===== src/rtl/hud_pkg.sv =====
// Shared types and constants for the HUD digit renderer.
// Glyph ROM geometry and key colour are fixed by the ROM contents.
package hud_pkg;

    typedef logic [9:0] color_idx_t;

    localparam color_idx_t KEY_COLOR = 10'd391;
    localparam int GW = 32;
    localparam int GH = 24;

    typedef enum logic [1:0] {
        SHOW      = 2'd0,
        BLINK_ON  = 2'd1,
        BLINK_OFF = 2'd2
    } blink_state_t;

    function automatic logic [3:0] clamp_digit(input logic [3:0] v);
        return (v > 4'd9) ? 4'd9 : v;
    endfunction

endpackage


===== src/rtl/blink_fsm.sv =====
// Frame-synchronous blink-on-change sequencer for the HUD digit.
// state      | meaning
// SHOW       | steady display, digit visible
// BLINK_OFF  | blink half-phase with digit hidden
// BLINK_ON   | blink half-phase with digit shown
module blink_fsm
    import hud_pkg::*;
#(
    parameter int BLINK_PERIOD  = 8,
    parameter int BLINK_TOGGLES = 6
) (
    input  logic Clk,
    input  logic Reset_n,
    input  logic frame_start,
    input  logic load_new,
    output logic visible
);

    localparam int FW = (BLINK_PERIOD > 1) ? $clog2(BLINK_PERIOD) : 1;
    localparam int TW = $clog2(BLINK_TOGGLES + 1);

    blink_state_t   state, state_nxt;
    logic [FW-1:0]  frame_cnt, frame_nxt;
    logic [TW-1:0]  tog_cnt, tog_nxt;

    always_ff @(posedge Clk or negedge Reset_n) begin
        if (!Reset_n) begin
            state     <= SHOW;
            frame_cnt <= '0;
            tog_cnt   <= '0;
        end else begin
            state     <= state_nxt;
            frame_cnt <= frame_nxt;
            tog_cnt   <= tog_nxt;
        end
    end

    // A differing value always wins and restarts the burst hidden.
    always_comb begin
        state_nxt = state;
        frame_nxt = frame_cnt;
        tog_nxt   = tog_cnt;
        if (frame_start) begin
            if (load_new) begin
                state_nxt = BLINK_OFF;
                frame_nxt = '0;
                tog_nxt   = '0;
            end else if (state != SHOW) begin
                if (frame_cnt == FW'(BLINK_PERIOD - 1)) begin
                    frame_nxt = '0;
                    tog_nxt   = tog_cnt + 1'b1;
                    if (tog_cnt == TW'(BLINK_TOGGLES - 1)) begin
                        state_nxt = SHOW;
                    end else if (state == BLINK_OFF) begin
                        state_nxt = BLINK_ON;
                    end else begin
                        state_nxt = BLINK_OFF;
                    end
                end else begin
                    frame_nxt = frame_cnt + 1'b1;
                end
            end
        end
    end

    assign visible = (state != BLINK_OFF);

endmodule


===== src/rtl/digit_sprite_renderer.sv =====
// Draws one HUD digit from the glyph ROMs at a fixed screen position.
// Two-stage pipeline: box test/ROM address, then key-colour transparency.
module digit_sprite_renderer
    import hud_pkg::*;
#(
    parameter logic [9:0] X0            = 10'd560,
    parameter logic [9:0] Y0            = 10'd16,
    parameter int         BLINK_PERIOD  = 8,
    parameter int         BLINK_TOGGLES = 6
) (
    input  logic       Clk,
    input  logic       Reset_n,
    input  logic       frame_start,
    input  logic [9:0] DrawX,
    input  logic [9:0] DrawY,
    input  logic       pix_en,
    input  logic [3:0] value_in,
    input  logic       value_load,
    output logic [3:0] glyph_sel,
    output logic [4:0] glyph_row,
    output logic [4:0] glyph_col,
    input  color_idx_t glyph_rgb,
    output logic       pix_hit,
    output color_idx_t pix_rgb
);

    logic [3:0] shown;
    logic [3:0] pending;
    logic       pend_vld;
    logic       load_new;
    logic       visible;
    logic       in_box;
    logic       s1_vld;

    assign load_new = frame_start & pend_vld & (pending != shown);

    // shown only moves on frame_start so a digit never tears mid-frame;
    // a load coinciding with frame_start waits for the following frame.
    always_ff @(posedge Clk or negedge Reset_n) begin
        if (!Reset_n) begin
            shown    <= '0;
            pending  <= '0;
            pend_vld <= 1'b0;
        end else begin
            if (load_new) begin
                shown <= pending;
            end
            if (value_load) begin
                pending  <= clamp_digit(value_in);
                pend_vld <= 1'b1;
            end else if (frame_start) begin
                pend_vld <= 1'b0;
            end
        end
    end

    blink_fsm #(
        .BLINK_PERIOD  (BLINK_PERIOD),
        .BLINK_TOGGLES (BLINK_TOGGLES)
    ) u_blink (
        .Clk         (Clk),
        .Reset_n     (Reset_n),
        .frame_start (frame_start),
        .load_new    (load_new),
        .visible     (visible)
    );

    assign in_box = pix_en
                  & (DrawX >= X0) & (DrawX < X0 + 10'(GW))
                  & (DrawY >= Y0) & (DrawY < Y0 + 10'(GH));

    // Outside the box the ROM address holds, keeping the mux input quiet.
    always_ff @(posedge Clk or negedge Reset_n) begin
        if (!Reset_n) begin
            s1_vld    <= 1'b0;
            glyph_sel <= '0;
            glyph_row <= '0;
            glyph_col <= '0;
        end else begin
            s1_vld <= in_box & visible;
            if (in_box) begin
                glyph_sel <= shown;
                glyph_row <= 5'(DrawY - Y0);
                glyph_col <= 5'(DrawX - X0);
            end
        end
    end

    always_ff @(posedge Clk or negedge Reset_n) begin
        if (!Reset_n) begin
            pix_hit <= 1'b0;
            pix_rgb <= '0;
        end else begin
            pix_hit <= s1_vld & (glyph_rgb != KEY_COLOR);
            pix_rgb <= (s1_vld & (glyph_rgb != KEY_COLOR)) ? glyph_rgb : '0;
        end
    end

endmodule


===== config.mk =====
export PLATFORM = sky130hd
export DESIGN_NAME = digit_sprite_renderer
export DESIGN_NICKNAME = d
export VERILOG_FILES = /design/src/rtl/hud_pkg.sv /design/src/rtl/blink_fsm.sv /design/src/rtl/digit_sprite_renderer.sv
export SDC_FILE = /design/constraint.sdc
export NUM_CORES = 1
export LEC_CHECK = 0
export ABC_CLOCK_PERIOD_IN_PS = 1900
export BUFFER_PORTS_ARGS = -buffer_cell sky130_fd_sc_hd__buf_2
export CORE_MARGIN = 2
export CORE_UTILIZATION = 30
export DETAILED_ROUTE_END_ITERATION = 8
export PLACE_DENSITY = 0.56
export SYNTH_ARGS = -nofsm -noshare
export SYNTH_HDL_FRONTEND = slang
export SYNTH_HIERARCHICAL = 1
export SYNTH_SLANG_ARGS = --single-unit

===== constraint.sdc =====
create_clock -name Clk -period 1.9 [get_ports Clk]
set_input_delay 0.095 -clock Clk [delete_from_list [all_inputs] [get_ports Clk]]
set_output_delay 0.095 -clock Clk [all_outputs]
set_load 0.02 [all_outputs]

# Yosys cells after proc, flatten, opt, wreduce, memory -nomap -nowiden
# Index checks and enable logic that the tools add are counted.
# op_classes
add_sub_neg,4
n_lt_le_gt_ge,5
n_eq_ne,6
mux,15
bitwise,8
reduce_logical,6
# op_table
cell,count
3-bit two-way mux,6
10-bit >= comparator (second input constant),1
10-bit by 5-bit >= comparator with 1-bit output (second input constant),1
10-bit < comparator (second input constant),1
10-bit by 6-bit < comparator with 1-bit output (second input constant),1
10-bit two-way mux,1
2-bit two-way mux,5
10-bit by 9-bit != test with 1-bit output (second input constant),1
5-bit subtractor (second input constant),2
1-bit bitwise AND,8
2-bit nonzero test,4
3-bit by 1-bit adder with 3-bit output (second input constant),2
3-bit equality test (second input constant),2
4-bit > comparator (second input constant),1
4-bit two-way mux,1
4-bit != test,1
3-bit AND reduction,1
2-bit equality test (second input constant),1
1-bit two-way mux,2
2-bit != test (second input constant),1
2-bit AND reduction,1
# totals
ff_bits,43
in_bits,39
wordCells,56

# Depth between registers and ports, before layout
# Gate-level depths: netlist (run 1).
# depth
depth_word,6
ltp_mapped,5
ltp_nobuf,5

# Cells and area by module
# The synthesis (run 1) kept the hierarchy.
# by_module_without_submodules
module,instances,cells_each,area_per_inst_um2
digit_sprite_renderer,1,103,1440.1
blink_fsm,1,47,486.7

# Least setup slack after synthesis (run 1)
# OpenSTA, ideal clock, no wires.
# synth_path
kind,register -> register
start,reg pending[3]
end,reg u_blink.tog_cnt[2]
setup_time_ns,0.121
arrival_ns,1.466
setup_slack_ns,0.313
path_stages_with_launch,6
path_buffers,0
synth_period_minus_slack_ns,1.587
cell_sequence,dfrtp_1 -> xnor2_1 -> a41oi_1 -> nor2b_4 -> nor2b_1 -> a22o_1
# synth_between
elab_chain_len,4
elab_cells_between_ends,6
# synth_rtl
item,line,rtl
from (decl),digit_sprite_renderer.sv:28,logic [3:0] pending;
from (signal assigned),digit_sprite_renderer.sv:49,pending <= clamp_digit(value_in);
4-bit != test *,digit_sprite_renderer.sv:35,assign load_new = frame_start & pend_vld & (pending != shown);
1-bit bitwise AND *,digit_sprite_renderer.sv:35,
named net load_new,digit_sprite_renderer.sv:30,logic load_new;
2-bit nonzero test (no line),-,
3-bit AND reduction (no line),-,
to (signal assigned),blink_fsm.sv:34,tog_cnt <= tog_nxt;
to (decl),blink_fsm.sv:24,"logic [TW-1:0] tog_cnt, tog_nxt;"
# Mark *: on every way through the listed nets, which the timed path passes. The rest lies on a longest branch.
# A chain may end at the register's enable or synchronous reset.

# Worst setup path after layout (run 1)
# layout_path
start,in DrawX[4]
end,reg glyph_sel[3]
# layout_between
elab_chain_len,5
elab_cells_between_ends,6
# layout_rtl
item,line,rtl
from (decl),digit_sprite_renderer.sv:14,"input logic [9:0] DrawX,"
10-bit >= comparator,digit_sprite_renderer.sv:69,& (DrawX >= X0) & (DrawX < X0 + 10'(GW))
1-bit bitwise AND,digit_sprite_renderer.sv:69,
1-bit bitwise AND *,digit_sprite_renderer.sv:69,
1-bit bitwise AND * (2 in series),digit_sprite_renderer.sv:70,& (DrawY >= Y0) & (DrawY < Y0 + 10'(GH));
to (signal assigned),digit_sprite_renderer.sv:82,glyph_sel <= shown;
to (decl),digit_sprite_renderer.sv:19,"output logic [3:0] glyph_sel,"
# Mark *: on every way between the ends. The rest lies on a longest branch, timed or not.

==> results of run 1 <==
## worst max path at each step
stage,cells after the start,end,slack (ns)
floorplan,5,u_blink/tog_cnt[2]$_DFFE_PN0P_,0.31
global placement,6,glyph_sel[3]$_DFFE_PN0P_,0.39
detailed placement,6,glyph_col[2]$_DFFE_PN0P_,0.34
CTS,7,glyph_sel[3]$_DFFE_PN0P_,0.21
global route,7,glyph_col[2]$_DFFE_PN0P_,0.07
finish,7,glyph_sel[3]$_DFFE_PN0P_,0.21
## registers in the layout, summed over array words and instances, names as in the netlist
register           cells
pix_rgb               10
glyph_col              5
glyph_row              5
glyph_sel              4
pending                4
shown                  4
u_blink/frame_cnt      3
u_blink/tog_cnt        3
u_blink/state          2
pend_vld               1
pix_hit                1
s1_vld                 1
## layout make-up
class / count / area share
clock inverter: 3 / 0.0177
multi-input combinational: 90 / 0.307
clock buffer: 5 / 0.0278
sequential: 43 / 0.434
tap: 77 / 0.0389
timing repair buffer: 71 / 0.154
inverter: 13 / 0.0197
## synthesized netlist by cell type (2+ instances only)
master     n  area share
a41oi_1    2      0.0091
o21ai_0    8       0.021
nor4b_2    2       0.016
and2_1    10       0.032
a21oi_1    2      0.0052
a32o_1     2       0.010
dfrtp_1   43        0.56
mux2i_1    4       0.021
nand2b_1   2      0.0065
nor2b_1    3      0.0097
o22ai_1    2      0.0065
mux2_2     7       0.041
nand3b_1   3       0.012
mux2_4     8       0.062
ha_1       4       0.026
nand2_1    7       0.014
nor2_1     2      0.0039
inv_1     13       0.025
xnor2_1    4       0.018
## per-stage QoR
| stage | cell area (um2) | cells |
|---|---|---|
| after global placement | 2340 | 291 |
| final | 2480 | 302 |
| after global routing | 2480 | 302 |
| after floorplan | 1930 | 150 |
| after CTS | 2480 | 302 |
| after detailed placement | 2340 | 291 |
## per-layer routing
metal | vias up | GRT usage
li1 | 671 | -
met1 | 648 | 0.136
met2 | 38 | 0.179
met3 | 3 | 0.0305
met4 | 0 | 0.0352
met5 | - | 0
## worst min-delay path: cells and delay by family
kind / cells / cell delay [ns]
buf+inv: 2 / 0.13
compound gates: 1 / 0.06
## power by group through the flow
stage | logic (mW) | clock network [mW] | registers, mW
after floorplan | 0.241 | 0 | 1.08
after detailed placement | 0.350 | 0 | 1.09
after global placement | 0.340 | 0 | 1.09
final | 0.350 | 0.703 | 1.07
after global routing | 0.410 | 0.763 | 1.09
after CTS | 0.356 | 0.728 | 1.07
## kinds of logic (layout without fill, tap and decap cells)
family | Yosys count | count (layout) | share of synthesized area
DFF | 43 | 43 | 0.558
and+or+nand+nor | 37 | 37 | 0.134
AOI/OAI and AO/OA | 26 | 26 | 0.0935
muxes | 19 | 19 | 0.124
buffers and inverters | 17 | 92 | 0.0461
adders and majority gates | 4 | 4 | 0.0260
xor gates and xnor gates | 4 | 4 | 0.0182
## timing repair
action / in CTS / in global routing
setup endpoints to repair: 0 / 0
endpoints found under the hold margin: 20 / 0
hold buffers: 3 / 0
==> results by group, run 1 <==
Hold path
  • Worst Hold Launch: value_in[0]
  • Worst hold path cell count: 3
  • HP Class: primary input to flip-flop
  • WHS Endpoint: pending[0]$_DFFE_PN0P_

Power
  • Pwr dens: between 800 and 900 nW/um2
  • Total Power: between 2 and 2.5 mW
  • Worst VDD drop: 0.364 mV
  • Seq pwr share: 0.504
  • Comb pwr share: 0.165
  • Power Internal: ~1.6 mW
  • LEAKAGE: ~1.3 nW
  • Switching pwr: roughly 0.56 mW
  • Clock network power share: 0.331
  • Switch share: 0.261

Floorplanning
  • Die Y: 84.1 um
  • Die ar.: roughly 7100 um2
  • Row cnt: 29
  • Die X: 84.1 um
  • Initial Utilization: 0.307
  • Area of the core: between 6000 and 7000 um2
  • Boundary Pins: 64

Route
  • DRT iter0 DRCs: 56
  • DRC violations left: 0
  • Vias: 1360
  • Drt pass-1 iters: 2
  • Met1 WL: around 1.7 mm
  • Drt wl/cell: 12.3 um
  • Top Metal Used: met4
  • Post-route ant nets: 0
  • Via density per instance: between 4 and 5
  • Metal3 WL: 191 um
  • DR WL met2: ~1.8 mm
  • Final wirelength: about 3.7 mm

Setup path
  • CP Cell Sequence: dlygate4sd3_1 > buf_2 > nor3b_1 > a21oi_1 > nor3_4 > buf_4 > mux2_2
  • Cell family with most CP delay: buffers and inverters
  • Worst r2r path cells: 6
  • CP Data Arrival Time: between 1.5 and 2 ns
  • Worst setup EP type: flip-flop
  • CP Launch Type: primary input
  • FF-to-FF End: u_blink/tog_cnt[2]$_DFFE_PN0P_
  • Setup CP Type: primary input to flip-flop
  • Critical path origin: DrawX[4]
  • R2R Path Start: shown[2]$_DFFE_PN0P_
  • Max stage delay on crit path: approximately 0.53 ns
  • Reg-to-reg slack, setup: between 0.3 and 0.4 ns
  • WP buf/inv: 3
  • Worst path slowest cell: dlygate4sd3_1
  • CP Data Required Time: 2.08 ns
  • Maximum net fanout on the critical path: 13

Synth
  • Library cells used by synthesis: a little over 40
  • Mapped Cells: 150
  • Sequential-to-total area share from yosys stat: 0.558
  • Syn. warnings: 6
  • Post-Syn Nets: slightly below 200
  • Avg Cell Area, Syn: between 10 and 15 um2
  • Post-Syn Area: roughly 1900 um2
  • FFs w/ async S/R, synth: 1.00
  • Post-synth EDFFs: 0
  • #FFs+latches synth: 43
  • Main synth FF type: dfrtp_1

Timing
  • Worst Setup Slack, final: 0.211 ns
  • Fin. Hold Viols: 0
  • Final setup fails: 0
  • Clock skew: 0.0164 ns
  • FMAX: approximately 600 MHz
  • Final max-slew violation count: 0
  • Worst-Margin Slew: 0.455 ns
  • RSZ-0062 raised after global routing: no
  • Max_slew headroom: 0.696
  • Setup TNS: 0 ns
  • Hold WS: about 0.015 ns
  • Final Cycle Share: 0.889
  • Fin crit period: 1.69 ns

Clock tree
  • Post-CTS sizing: 0
  • Root Driver: clkbuf_8
  • H-tree levels: 2
  • CTS tree: done
  • Worst skew pair latency: ~0.3 ns
  • Number of buffers added for setup after CTS: 0
  • Reg clk slew, reported paths: 0.09 ns
  • CTS Sinks: 43
  • Num CTS Buffers: 5
  • Clk buf depth: 2

Run status
  • Status: complete, no violations

GRT
  • Vias in the first global route: about 1400
  • GRT overflow: 0
  • Total track usage: 0.108
  • Largest net degree at the start of global routing: 21
  • Initial antenna violation count: 0
  • First-pass GRT wire length: between 6 and 7 mm

Placement
  • Buffers on Ports: 63
  • Pre-CTS setup slack: 0.336 ns
  • HPWL after DPL: roughly 2.8 mm
  • Routability cong.: between 0.7 and 0.8

Finish
  • # diodes: 0
  • Footprint of the multi-input gates: about 760 um2
  • Area Growth Syn to Fin: 28.6%
  • Most common cell after layout, fill and taps aside: buf_2
  • Filler cells: approximately 620
  • Most frequent cells in the layout: buf_2 (63), dfrtp_1 (43), inv_1 (13)
  • Share of layout cells above drive strength 1: 0.422
  • Final core occ: 0.395
  • FF/Latch Area: ~1100 um2
  • Layout Nets: about 270

Run
  • Max-cap violations: 0
Power figures use the tool's default switching activity.
==> inputs of run 2 (changes only) <==
==> constraint.sdc (replaced) <==
create_clock -name Clk -period 1.9 [get_ports Clk]
set_input_delay 0.38 -clock Clk [delete_from_list [all_inputs] [get_ports Clk]]
set_output_delay 0.38 -clock Clk [all_outputs]
set_load 0.02 [all_outputs]
==> results by group, run 2 (synthesized netlist as in run 1, its figures left out) <==
Placement
  • Buffers on Ports: 63 (unchanged)
  • HPWL after DPL: 2.89 mm (was 2.85 mm)
  • Routability cong.: 0.686 (was 0.717)

Floorplanning
  • Die X: 84.1 um (unchanged)
  • Boundary Pins: 64 (unchanged)
  • Die ar.: 7080 um2 (unchanged)
  • Initial Utilization: 0.307 (unchanged)
  • Row cnt: 29 (unchanged)
  • Area of the core: 6280 um2 (unchanged)
  • Die Y: 84.1 um (unchanged)

Clock tree
  • Worst skew pair latency: 0.29 ns (was 0.30 ns)
  • Hold bufs inserted after CTS: 0 (was 3)
  • Num CTS Buffers: 5 (unchanged)
  • CTS Sinks: 43 (unchanged)
  • H-tree levels: 2 (unchanged)
  • Reg clk slew, reported paths: 0.08 ns (was 0.09 ns)
  • Root Driver: clkbuf_8 (unchanged)
  • Clk buf depth: 2 (unchanged)
  • Post-CTS sizing: 0 (unchanged)
  • Number of buffers added for setup after CTS: 0 (unchanged)
  • CTS tree: done (unchanged)

Setup path
  • Maximum net fanout on the critical path: 14 (was 13)
  • Worst setup EP type: flip-flop (unchanged)
  • CP Data Required Time: 2.08 ns (about the same)
  • CP Data Arrival Time: 1.67 ns (was 1.86 ns)
  • Setup CP Type: primary input to flip-flop (unchanged)
  • CP Launch Type: primary input (unchanged)

Timing
  • Setup TNS: 0 ns (unchanged)
  • Fin crit period: 1.49 ns (was 1.69 ns)
  • Clock skew: 0.00627 ns (was 0.0164 ns)
  • Final setup fails: 0 (unchanged)
  • FMAX: 672 MHz (was 592 MHz)
  • Worst-Margin Slew: 0.455 ns (about the same)
  • Max_slew headroom: 0.696 (about the same)
  • Final max-slew violation count: 0 (unchanged)
  • Fin. Hold Viols: 0 (unchanged)
  • RSZ-0062 raised after global routing: no (unchanged)
  • Final Cycle Share: 0.783 (was 0.889)

Finish
  • Top Registers: pix_rgb (10), glyph_col (5), glyph_row (5) (unchanged)
  • # diodes: 0 (unchanged)
  • Area Growth Syn to Fin: 28.4% (was 28.6%)
  • Reg with most FFs: pix_rgb (unchanged)
  • Layout Nets: 265 (was 267)
  • Share of layout cells above drive strength 1: 0.430 (was 0.422)
  • Max reg flops: 10 (unchanged)
  • Final core occ: 0.394 (was 0.395)
  • Most common cell after layout, fill and taps aside: buf_2 (unchanged)
  • Most frequent cells in the layout: buf_2 (63), dfrtp_1 (43), inv_1 (13) (unchanged)

Route
  • Via density per instance: 4.53 (was 4.50)
  • Drt wl/cell: 12.3 um (about the same)
  • Drt pass-1 iters: 4 (was 2)
  • Post-route ant nets: 0 (unchanged)
  • DRT iter0 DRCs: 13 (was 56)
  • Vias: 1358 (was 1360)
  • DRC violations left: 0 (unchanged)
  • Final wirelength: 3.70 mm (about the same)

Power
  • Pwr dens: 869 nW/um2 (was 857 nW/um2)
  • Worst VDD drop: 0.363 mV (was 0.364 mV)
  • Total Power: 2.15 mW (was 2.13 mW)
  • LEAKAGE: 1.29 nW (about the same)

Hold path
  • HP Class: primary input to asynchronous set/reset pin (was primary input to flip-flop)

Run status
  • Status: complete, no violations (unchanged)

GRT
  • Total track usage: 0.108 (about the same)
  • First-pass GRT wire length: 6.13 mm (about the same)
  • GRT overflow: 0 (unchanged)
  • Initial antenna violation count: 0 (unchanged)
  • Largest net degree at the start of global routing: 22 (was 21)
  • Vias in the first global route: 1322 (was 1358)

Run
  • Max-cap violations: 0 (unchanged)
run 2: critical path, stage by stage:
cell	delay (ns)
buf_2	0.10
nor4b_2	0.26
nand2_1	0.14
nor3_4	0.24
buf_12	0.19
mux2_2	0.35
run 2: per-stage QoR:
stage	instances	instance area [um2]	hold slack, ns	setup slack, ns
2_1_floorplan	150	1930	0.0844	0.247
3_3_place_gp	292	2360	0.357	0.151
3_5_place_dp	292	2360	0.360	0.0870
4_1_cts	300	2470	0.0449	0.390
5_1_grt	300	2470	0.0607	0.299
6_report	300	2470	0.0293	0.411
run 2: area by class of cell:
cell class	instances	area, um2
timing repair buffer	69	373
sequential	43	1080
clock buffer	6	82.6
multi-input combinational	90	762
inverter	13	48.8
fill	644	3800
clock inverter	2	35.0
tap	77	96.3
run 2: final timing paths:
check | start | slack [ns] | cells past startpoint | to
worst max-delay path | DrawX[8] | 0.41 | 6 | glyph_sel[3]$_DFFE_PN0P_
worst min-delay path | Reset_n | 0.03 | 1 | pix_rgb[4]$_DFF_PN0_
worst max register to register | shown[2]$_DFFE_PN0P_ | 0.41 | 6 | u_blink/tog_cnt[2]$_DFFE_PN0P_
worst min register to register | pend_vld$_DFFE_PN0P_ | 0.50 | 1 | pend_vld$_DFFE_PN0P_
max in group asynchronous | Reset_n | 1.30 | 2 | u_blink/tog_cnt[0]$_DFFE_PN0P_
min in group Clk | DrawX[4] | 0.29 | 2 | glyph_col[4]$_DFFE_PN0P_
run 2: routing by layer:
metal | vias up | track usage | routed length (um)
li1 | 675 | - | -
met1 | 640 | 0.142 | 1640
met2 | 37 | 0.170 | 1780
met3 | 6 | 0.0364 | 223
met4 | 0 | 0.0352 | 51
met5 | - | 0 | 0
run 2: report_power, final:
part / leakage (nW) / switching, mW / internal, mW
logic: 0.667 / 0.169 / 0.182
registers: 0.558 / 0.0785 / 0.997
clock network: 0.0612 / 0.299 / 0.425
total: 1.29 / 0.547 / 1.60
